===== config.mk =====
export PLATFORM = sky130hd
export DESIGN_NAME = fetch_stage_flat
export DESIGN_NICKNAME = d
export VERILOG_FILES = /design/src/rtl/fetch_stage_pkg.sv /design/src/rtl/fetch_stage_if.sv /design/src/rtl/fetch_stage_pc_unit.sv /design/src/rtl/fetch_stage.sv /design/src/flat_wrapper.sv
export SDC_FILE = /design/constraint.sdc
export NUM_CORES = 1
export LEC_CHECK = 0
export ABC_CLOCK_PERIOD_IN_PS = 7200
export CAP_MARGIN = 20
export CELL_PAD_IN_SITES_DETAIL_PLACEMENT = 1
export CELL_PAD_IN_SITES_GLOBAL_PLACEMENT = 1
export CORE_MARGIN = 2
export CORE_UTILIZATION = 29
export CTS_CLUSTER_SIZE = 25
export DETAILED_ROUTE_END_ITERATION = 12
export PLACE_DENSITY = 0.75
export REMOVE_ABC_BUFFERS = 1
export SYNTH_ARGS = -nofsm -noshare
export SYNTH_HDL_FRONTEND = slang
export SYNTH_SLANG_ARGS = --single-unit
export TNS_END_PERCENT = 1

===== constraint.sdc =====
create_clock -name clk -period 7.2 [get_ports clk]
set_clock_uncertainty 0.05 [all_clocks]
set_input_delay 1.08 -clock clk [delete_from_list [all_inputs] [get_ports clk]]
set_output_delay 1.08 -clock clk [all_outputs]
set_load 0.02 [all_outputs]

===== src/rtl/fetch_stage_pkg.sv =====
// -----------------------------------------------------------------------------
// fetch_stage_pkg
//   Shared definitions for the instruction-fetch stage:
//   - PC_W / INSTR_W      : program-counter and instruction word widths
//   - DEF_RESET_VEC       : default PC after reset and for pc_sel = PC_RST
//   - DEF_INT_VEC         : default PC for interrupt entry (pc_sel = PC_INT)
//   - pc_sel_e            : next-PC source encodings driven by decode
//   - NOP_INSTR           : all-zero instruction (opcode 00000) used as bubble
//   - if_id_t             : IF/ID pipeline register contents
//   - pc_inc()            : PC + 1, wrapping modulo 2^PC_W
// -----------------------------------------------------------------------------
package fetch_stage_pkg;

  localparam int PC_W    = 32;
  localparam int INSTR_W = 16;

  // The return PC is rebuilt from two stack words, so the high half of the
  // PC is exactly one data word wide.
  localparam int PC_HI_W = PC_W - INSTR_W;

  localparam logic [PC_W-1:0] DEF_RESET_VEC = 32'h0000_0000;
  localparam logic [PC_W-1:0] DEF_INT_VEC   = 32'h0000_0002;

  typedef enum logic [1:0] {
    PC_SEQ = 2'b00,
    PC_RST = 2'b01,
    PC_INT = 2'b10,
    PC_TGT = 2'b11
  } pc_sel_e;

  localparam logic [INSTR_W-1:0] NOP_INSTR = '0;

  typedef struct packed {
    logic [INSTR_W-1:0] instr;
    logic [PC_W-1:0]    pc_next;
    logic               valid;
  } if_id_t;

  localparam if_id_t IF_ID_BUBBLE = '{instr: NOP_INSTR, pc_next: '0, valid: 1'b0};

  function automatic logic [PC_W-1:0] pc_inc(input logic [PC_W-1:0] pc);
    return pc + {{(PC_W-1){1'b0}}, 1'b1};
  endfunction

endpackage : fetch_stage_pkg


===== src/rtl/fetch_stage_if.sv =====
// -----------------------------------------------------------------------------
// fetch_stage_if
//   Bundles every non-clock/reset signal of the fetch stage.
//   master : the surrounding pipeline (control unit, data memory, imem model)
//   slave  : fetch_stage itself
//   Signals:
//     pc_sel           next-PC source (pc_sel_e encoding)
//     fetch_pc_enable  0 holds the PC
//     freeze_cu        hold IF/ID contents
//     flush_fetch      replace IF/ID with a bubble
//     redirect_target  branch/call target
//     pop_pc2          mem_pop_data holds PC[31:16]
//     pop_pc1          mem_pop_data holds PC[15:0]; load assembled PC
//     mem_pop_data     data-memory word during pops
//     imem_rdata       instruction at imem_addr (combinational read)
//     imem_addr        current PC
//     if_id_instr      registered instruction to decode
//     if_id_pc_next    registered PC+1 of that instruction
//     if_id_valid      IF/ID holds a real instruction
// -----------------------------------------------------------------------------
interface fetch_stage_if;
  import fetch_stage_pkg::*;

  logic [1:0]         pc_sel;
  logic               fetch_pc_enable;
  logic               freeze_cu;
  logic               flush_fetch;
  logic [PC_W-1:0]    redirect_target;
  logic               pop_pc2;
  logic               pop_pc1;
  logic [INSTR_W-1:0] mem_pop_data;
  logic [INSTR_W-1:0] imem_rdata;
  logic [PC_W-1:0]    imem_addr;
  logic [INSTR_W-1:0] if_id_instr;
  logic [PC_W-1:0]    if_id_pc_next;
  logic               if_id_valid;

  modport master (
    output pc_sel, fetch_pc_enable, freeze_cu, flush_fetch, redirect_target,
    output pop_pc2, pop_pc1, mem_pop_data, imem_rdata,
    input  imem_addr, if_id_instr, if_id_pc_next, if_id_valid
  );

  modport slave (
    input  pc_sel, fetch_pc_enable, freeze_cu, flush_fetch, redirect_target,
    input  pop_pc2, pop_pc1, mem_pop_data, imem_rdata,
    output imem_addr, if_id_instr, if_id_pc_next, if_id_valid
  );

endinterface : fetch_stage_if


===== src/rtl/fetch_stage_pc_unit.sv =====
// -----------------------------------------------------------------------------
// pc_unit
//   Program counter, return-PC high-half latch and next-PC selection.
//   Ports:
//     clk, rst             clock, asynchronous active-high reset
//     pc_sel_i             next-PC source (pc_sel_e)
//     fetch_pc_enable_i    0 holds the PC (unless a pop or redirect is active)
//     redirect_target_i    target used for pc_sel = PC_TGT
//     pop_pc2_i            latch mem_pop_data_i as PC high half
//     pop_pc1_i            load {high half, mem_pop_data_i} into the PC
//     mem_pop_data_i       stack word being popped
//     pc_o                 current PC
//     pc_inc_o             current PC + 1 (wrapping)
// -----------------------------------------------------------------------------
module pc_unit
  import fetch_stage_pkg::*;
#(
  parameter logic [PC_W-1:0] RESET_VEC = DEF_RESET_VEC,
  parameter logic [PC_W-1:0] INT_VEC   = DEF_INT_VEC
) (
  input  logic               clk,
  input  logic               rst,
  input  logic [1:0]         pc_sel_i,
  input  logic               fetch_pc_enable_i,
  input  logic [PC_W-1:0]    redirect_target_i,
  input  logic               pop_pc2_i,
  input  logic               pop_pc1_i,
  input  logic [INSTR_W-1:0] mem_pop_data_i,
  output logic [PC_W-1:0]    pc_o,
  output logic [PC_W-1:0]    pc_inc_o
);

  logic [PC_W-1:0]    pc_q, pc_d;
  logic [PC_HI_W-1:0] pc_hi_q, pc_hi_d;
  logic [PC_W-1:0]    pc_plus1;

  assign pc_plus1 = pc_inc(pc_q);

  // Next-PC mux. A redirect is checked before the enable so that an
  // interrupt can still vector the PC while the pipeline holds it frozen.
  always_comb begin
    pc_d = pc_q;
    if (pop_pc1_i) begin
      pc_d = {pc_hi_q, mem_pop_data_i};
    end else if (pc_sel_e'(pc_sel_i) != PC_SEQ) begin
      case (pc_sel_e'(pc_sel_i))
        PC_RST:  pc_d = RESET_VEC;
        PC_INT:  pc_d = INT_VEC;
        PC_TGT:  pc_d = redirect_target_i;
        default: pc_d = pc_q;
      endcase
    end else if (fetch_pc_enable_i) begin
      pc_d = pc_plus1;
    end
  end

  // When both pops arrive together the low-half load consumes the old high
  // half, so the coincident high-half word is deliberately dropped.
  always_comb begin
    pc_hi_d = pc_hi_q;
    if (pop_pc2_i && !pop_pc1_i) begin
      pc_hi_d = mem_pop_data_i;
    end
  end

  always_ff @(posedge clk or posedge rst) begin
    if (rst) begin
      pc_q    <= RESET_VEC;
      pc_hi_q <= '0;
    end else begin
      pc_q    <= pc_d;
      pc_hi_q <= pc_hi_d;
    end
  end

  assign pc_o     = pc_q;
  assign pc_inc_o = pc_plus1;

endmodule : pc_unit


===== src/rtl/fetch_stage.sv =====
// -----------------------------------------------------------------------------
// fetch_stage
//   Instruction-fetch stage: owns the PC (via pc_unit), drives instruction
//   memory with the current PC and holds the IF/ID pipeline register.
//   Ports:
//     clk   clock
//     rst   asynchronous active-high reset
//     bus   fetch_stage_if.slave -- control inputs, pop data, imem read data,
//           imem address and IF/ID outputs (see fetch_stage_if)
// -----------------------------------------------------------------------------
module fetch_stage
  import fetch_stage_pkg::*;
#(
  parameter logic [PC_W-1:0] RESET_VEC = DEF_RESET_VEC,
  parameter logic [PC_W-1:0] INT_VEC   = DEF_INT_VEC
) (
  input  logic          clk,
  input  logic          rst,
  fetch_stage_if.slave  bus
);

  logic [PC_W-1:0] pc;
  logic [PC_W-1:0] pc_plus1;
  if_id_t          if_id_q, if_id_d;

  pc_unit #(
    .RESET_VEC (RESET_VEC),
    .INT_VEC   (INT_VEC)
  ) u_pc_unit (
    .clk               (clk),
    .rst               (rst),
    .pc_sel_i          (bus.pc_sel),
    .fetch_pc_enable_i (bus.fetch_pc_enable),
    .redirect_target_i (bus.redirect_target),
    .pop_pc2_i         (bus.pop_pc2),
    .pop_pc1_i         (bus.pop_pc1),
    .mem_pop_data_i    (bus.mem_pop_data),
    .pc_o              (pc),
    .pc_inc_o          (pc_plus1)
  );

  assign bus.imem_addr = pc;

  // A pop_pc1 cycle fetches from the stale PC, so that word is squashed the
  // same way a flush is. Flush outranks freeze so a frozen stage can still
  // be emptied.
  always_comb begin
    if_id_d = if_id_q;
    if (bus.flush_fetch || bus.pop_pc1) begin
      if_id_d = IF_ID_BUBBLE;
    end else if (!bus.freeze_cu) begin
      if_id_d.instr   = bus.imem_rdata;
      if_id_d.pc_next = pc_plus1;
      if_id_d.valid   = 1'b1;
    end
  end

  always_ff @(posedge clk or posedge rst) begin
    if (rst) begin
      if_id_q <= IF_ID_BUBBLE;
    end else begin
      if_id_q <= if_id_d;
    end
  end

  assign bus.if_id_instr   = if_id_q.instr;
  assign bus.if_id_pc_next = if_id_q.pc_next;
  assign bus.if_id_valid   = if_id_q.valid;

endmodule : fetch_stage

===== src/flat_wrapper.sv =====
// flat-port wrapper written by rule: the top's interface ports become plain ports
module fetch_stage_flat import fetch_stage_pkg::*;
#(
  parameter logic [PC_W-1:0] RESET_VEC = DEF_RESET_VEC,
  parameter logic [PC_W-1:0] INT_VEC   = DEF_INT_VEC
)
  (clk, rst, bus_pc_sel, bus_fetch_pc_enable, bus_freeze_cu, bus_flush_fetch, bus_redirect_target, bus_pop_pc2, bus_pop_pc1, bus_mem_pop_data, bus_imem_rdata, bus_imem_addr, bus_if_id_instr, bus_if_id_pc_next, bus_if_id_valid);
  fetch_stage_if bus_i ();
  input  logic clk;
  input  logic rst;
  input wire logic [$bits(bus_i.pc_sel)-1:0] bus_pc_sel;
  input wire logic [$bits(bus_i.fetch_pc_enable)-1:0] bus_fetch_pc_enable;
  input wire logic [$bits(bus_i.freeze_cu)-1:0] bus_freeze_cu;
  input wire logic [$bits(bus_i.flush_fetch)-1:0] bus_flush_fetch;
  input wire logic [$bits(bus_i.redirect_target)-1:0] bus_redirect_target;
  input wire logic [$bits(bus_i.pop_pc2)-1:0] bus_pop_pc2;
  input wire logic [$bits(bus_i.pop_pc1)-1:0] bus_pop_pc1;
  input wire logic [$bits(bus_i.mem_pop_data)-1:0] bus_mem_pop_data;
  input wire logic [$bits(bus_i.imem_rdata)-1:0] bus_imem_rdata;
  output wire logic [$bits(bus_i.imem_addr)-1:0] bus_imem_addr;
  output wire logic [$bits(bus_i.if_id_instr)-1:0] bus_if_id_instr;
  output wire logic [$bits(bus_i.if_id_pc_next)-1:0] bus_if_id_pc_next;
  output wire logic [$bits(bus_i.if_id_valid)-1:0] bus_if_id_valid;
  assign bus_i.pc_sel = bus_pc_sel;
  assign bus_i.fetch_pc_enable = bus_fetch_pc_enable;
  assign bus_i.freeze_cu = bus_freeze_cu;
  assign bus_i.flush_fetch = bus_flush_fetch;
  assign bus_i.redirect_target = bus_redirect_target;
  assign bus_i.pop_pc2 = bus_pop_pc2;
  assign bus_i.pop_pc1 = bus_pop_pc1;
  assign bus_i.mem_pop_data = bus_mem_pop_data;
  assign bus_i.imem_rdata = bus_imem_rdata;
  assign bus_imem_addr = bus_i.imem_addr;
  assign bus_if_id_instr = bus_i.if_id_instr;
  assign bus_if_id_pc_next = bus_i.if_id_pc_next;
  assign bus_if_id_valid = bus_i.if_id_valid;
  fetch_stage #(.RESET_VEC(RESET_VEC), .INT_VEC(INT_VEC)) u_core (.clk(clk), .rst(rst), .bus(bus_i));
endmodule

Yosys cells after proc, flatten, opt, wreduce, memory -nomap -nowiden
Cells that the tools add are included.

Add/sub/neg operators: 1. Equality and inequality tests: 5. Muxes and demuxes: 6. Reduce and logical (&&, ||, !) cells: 6.

Operators with widths (count): $mux W49 (2); $mux W32 (3); $pmux W32 S3 (1); $add A32 B1 Y32 const B (1); $ne A5 B2 Y1 const B (1); $eq A2 B2 Y1 const B (2); $reduce_bool A3 Y1 (1); $eq A2 B1 Y1 const B (1); $ne A2 B1 Y1 const B (1); $reduce_and A2 Y1 (1); $reduce_bool A2 Y1 (1); $logic_and A1 B1 Y1 (1); $logic_not A1 Y1 (1); $logic_or A1 B1 Y1 (1).

Register bits after elaboration: 97. Input bits: 73. Output and inout bits: 81. Word-level logic and storage cells: 23.

Logic depth before layout (Yosys ltp)
Word-level depth: 4. Depth in mapped cells: 7. Gate-level depth less buffers: 6.

By module
From an unflattened synthesis, not the netlist that was laid out.

Cells, all modules: 533. Area total of the unflattened synthesis: 5255.0 um^2.

Modules (own cells, without submodules): pc_unit (instances 1, cells each 372, area each 3266.9 um^2, seq. area each 1201.2 um^2); fetch_stage (instances 1, cells each 161, area each 1988.2 um^2, seq. area each 1226.2 um^2).

Least setup slack after synthesis
No wires, ideal clock.

Kind: input port to flip-flop. Start point: input bus_pc_sel[0]. End point: register u_core.u_pc_unit.pc_q[18] (netlist: u_core.u_pc_unit.pc_o[18]). Library setup time: 0.137 ns. Data arrival time: 2.466 ns. Required time: 7.013 ns. Path slack: 4.547 ns. Stages on the path: 7. Buffers on the path: 2. Path through: or2_2 -> clkbuf_1 -> nor3_1 -> clkbuf_1 -> nor2_1 -> mux2i_1 -> a21oi_1.

Cells in the longest elaborated chain, start to end: 4. Elaborated cells between the ends (all ways): 10. Classes of those cells: eq/ne (4); mux (3); reduce/logical (3).

Ends and longest elaborated chain: from (decl) (RTL line flat_wrapper.sv:11) `input wire logic [$bits(bus_i.pc_sel)-1:0] bus_pc_sel;`; $eq A2 B2 Y1 or $eq A2 B1 Y1 (tied branches) (RTL line fetch_stage_pc_unit.sv:46) `case (pc_sel_e'(pc_sel_i))`; $pmux W32 S3 (RTL line fetch_stage_pc_unit.sv:46); $mux W32 (RTL line fetch_stage_pc_unit.sv:45) `end else if (pc_sel_e'(pc_sel_i) != PC_SEQ) begin`; $mux W32 (RTL line fetch_stage_pc_unit.sv:43) `if (pop_pc1_i) begin`; to (signal assigned) (RTL line fetch_stage_pc_unit.sv:71) `pc_q <= pc_d;`; to (decl) (RTL line fetch_stage_pc_unit.sv:33) `logic [PC_W-1:0] pc_q, pc_d;`.

Parallel ways exist; a longest one is shown, timed or not. A chain may end at the register's enable or synchronous reset.

Worst setup path after layout
Start point: input bus_pc_sel[1]. End point: register u_core.u_pc_unit.pc_q[17] (netlist: u_core.u_pc_unit.pc_o[17]).

Same word-level chain as after synthesis.

==> impl_metrics.tcl <==
set metrics [dict create \
    antenna_found_initial 0 \
    rows 47 \
    first_global_vias 5136 \
    start_util 0.299 \
    routed_wl_microns 18500 \
    ys_types 52 \
    cts_sinks 97 \
    worstSetupPathType "in2reg" \
    syn_inst 494 \
    cts_root_buffer "clkbuf_16" \
    clk_pin_slew_worst_paths_ns 0.07 \
    track_usage 0.210 \
    cap_viol_max_count 0 \
    die-height_microns 135 \
    async_reset_ff_frac 1.00 \
    vias 4720 \
    final_common_cell "clkdlybuf4s50_1" \
    dp_hpwl_microns 13200 \
    critPathMaxStageDelay_ns 0.78 \
    clock_path_buffers 2 \
    fin_cells 858 \
    fin_crit_ns 3.15 \
    numCtsBuffers 9 \
    startpoint_type "input pin" \
    first_pass_iters 5 \
    timing.critical_path.mode_cell "and2_1" \
    slew_violations 0 \
    tns_ns 0 \
    cp_data_required_time_ns 7.41 \
    drt_iter0_drc 311 \
    timing.final.ws_setup_ns 4.05 \
    multi_input_area_sq_mm 0.00240 \
    p_total_mw 1.50 \
    synth_warnings 0 \
    cts_resized 0 \
    fin_nets 707 \
    finalWeightedCongestion 0.851 \
    overflow 0 \
    cts_setup_buffers 0 \
    viasPerCell 5.50 \
    p_per_area_mw_per_mm2 212 \
    wl_per_cell_microns 21.6 \
    drive_above_1_share 0.0987 \
    cp_slowest_cell "and2_1" \
    ios 154 \
    dp_slack_ns 3.57 \
    relSlewSlack 0.365 \
    synth_edf_count 0 \
    synthFlopType "dfrtp_1" \
    tightest_slew_ns 0.953 \
    diodes 0 \
    hold_viol 0 \
    critPathMaxFanout 23 \
    postRouteAntennaNets 0 \
    fillers 1886 \
    utilization 0.425 \
    cp-end-kind "flop" \
    syn2layout_area_growth_pct 42.2 \
    peakVddDrop_v 0.000110 \
    min_path_type "reg2reg" \
    hold_buffers 0 \
    setup_viol 0 \
    clock_latency_ns 0.35 \
    crit_arrival_ns 3.36 \
    syn_area_sq_mm 0.00499 \
    grt_pass1_wl_microns 29200 \
    port_buffers 153 \
    seqCellArea_sq_mm 0.00243 \
    dp.cells 840 \
    drc 0 \
    ys_ff_latch 97 \
    die_width_microns 135 \
    htree_levels 3 \
    layout_common_cells "clkdlybuf4s50_1, dfrtp_1, o21ai_0" \
    outcome "finished, final reports clean" \
    path_cells "clkdlybuf4s50_1 > and2_1 > and2_1 > a22o_1 > a21oi_1 > o21ai_0" \
    coreArea_sq_mm 0.0167 \
    die-area_sq_mm 0.0183 \
    syn_area_per_cell_sq_um 10.1 \
    leakage_nw 2.79 \
    cts_tree "yes" \
    fin_crit_sh 0.437 \
    rsz0062_at_grt "no" \
    grt_max_degree 81 \
    ys_seq_area_frac 0.487 \
    clock.fmax_mhz 318 \
]
## stage by stage
stage / hold slack, ns / instance area (sq um)
after global placement: 0.414 / 6740
after detailed placement: 0.420 / 6740
after floorplan: 0.431 / 4850
after CTS: 0.435 / 7050
final: 0.429 / 7090
after global routing: 0.470 / 7090
## path summary, 6_finish.rpt
kind / slack [ns] / to / cells past startpoint / from
max: 4.05 / u_core.u_pc_unit.pc_o[17] / 6 / bus_pc_sel[1]
min: 0.43 / u_core.bus.if_id_pc_next[12] / 2 / u_core.bus.if_id_pc_next[12]
max reg2reg: 4.68 / u_core.u_pc_unit.pc_o[22] / 5 / u_core.u_pc_unit.pc_o[2]
min reg2reg: 0.43 / u_core.bus.if_id_pc_next[12] / 2 / u_core.bus.if_id_pc_next[12]
max in group asynchronous: 5.26 / u_core.bus.if_id_pc_next[6] / 4 / rst
min in group asynchronous: 0.97 / u_core.bus.if_id_instr[12] / 2 / rst
## routing by layer
| metal | track usage | vias up | part of all wire |
|---|---|---|---|
| li1 | - | 2137 | - |
| met1 | 0.278 | 2417 | 0.44 |
| met2 | 0.347 | 139 | 0.49 |
| met3 | 0.0318 | 27 | 0.045 |
| met4 | 0.0828 | 0 | 0.026 |
| met5 | 0 | - | 0 |
## layout make-up
type                            count  share of cell area
Sequential cell                    97               0.342
Multi-Input combinational cell    353               0.339
Timing Repair Buffer              164               0.231
Tap cell                          220              0.0388
Clock buffer                       12              0.0376
Clock inverter                      4             0.00706
Inverter                            8             0.00459
## power breakdown
part / total, mW / switching, mW / leakage, nW / internal [mW]
registers: 0.663 / 0.0712 / 1.25 / 0.592
clock network: 0.509 / 0.212 / 0.151 / 0.297
logic: 0.330 / 0.167 / 1.39 / 0.162
## kinds of logic (layout without fill, tap and decap cells)
kind of cell / count (synthesis) / after routing / synth area share
AOI/OAI and AO/OA: 156 / 156 / 0.215
and+or+nand+nor: 141 / 141 / 0.155
DFF: 97 / 97 / 0.487
buffers and inverters: 44 / 188 / 0.0344
xor gates and xnor gates: 30 / 30 / 0.0527
muxes: 25 / 25 / 0.0542
adders and majority gates: 1 / 1 / 0.00251
## Yosys cell counts (2+ instances only)
library cell / instances / area [sq um]
buf_1: 5 / 18.8
clkbuf_1: 26 / 97.6
and2_1: 4 / 25.0
or2_4: 2 / 17.5
a221oi_1: 11 / 96.3
nor3_1: 15 / 75.1
nor2b_1: 2 / 12.5
inv_1: 8 / 30.0
mux2_2: 16 / 180
nor2_1: 24 / 90.1
a21oi_1: 25 / 125
or4_1: 5 / 37.5
mux2i_1: 9 / 90.1
o2111ai_1: 4 / 35.0
a22o_1: 28 / 245
nand3_1: 20 / 100
nand2_1: 39 / 146
dfrtp_1: 97 / 2430
nor4_1: 2 / 12.5
and4_1: 2 / 17.5
a211oi_1: 4 / 30.0
a222oi_1: 10 / 100
o21ai_0: 49 / 245
a2111oi_0: 3 / 26.3
buf_2: 5 / 25.0
o22ai_1: 9 / 56.3
xor2_1: 18 / 158
o221a_2: 3 / 33.8
and3_1: 7 / 43.8
o21a_1: 3 / 22.5
xnor2_1: 12 / 105
nand4_1: 7 / 43.8
## critical path, delay by kind of cell
kind | cells | cell delay, ns
compound gates | 3 | 0.34
buf+inv | 1 | 0.53
simple gates | 2 | 1.40
## sequential cells by signal, indices dropped and copies added, names as in the netlist
name                      flops
u_core.bus.if_id_pc_next     32
u_core.u_pc_unit.pc_o        32
u_core.u_pc_unit.pc_hi_q     16
u_core.bus.if_id_instr       16
u_core.bus.if_id_valid        1
Power figures use the tool's default switching activity.
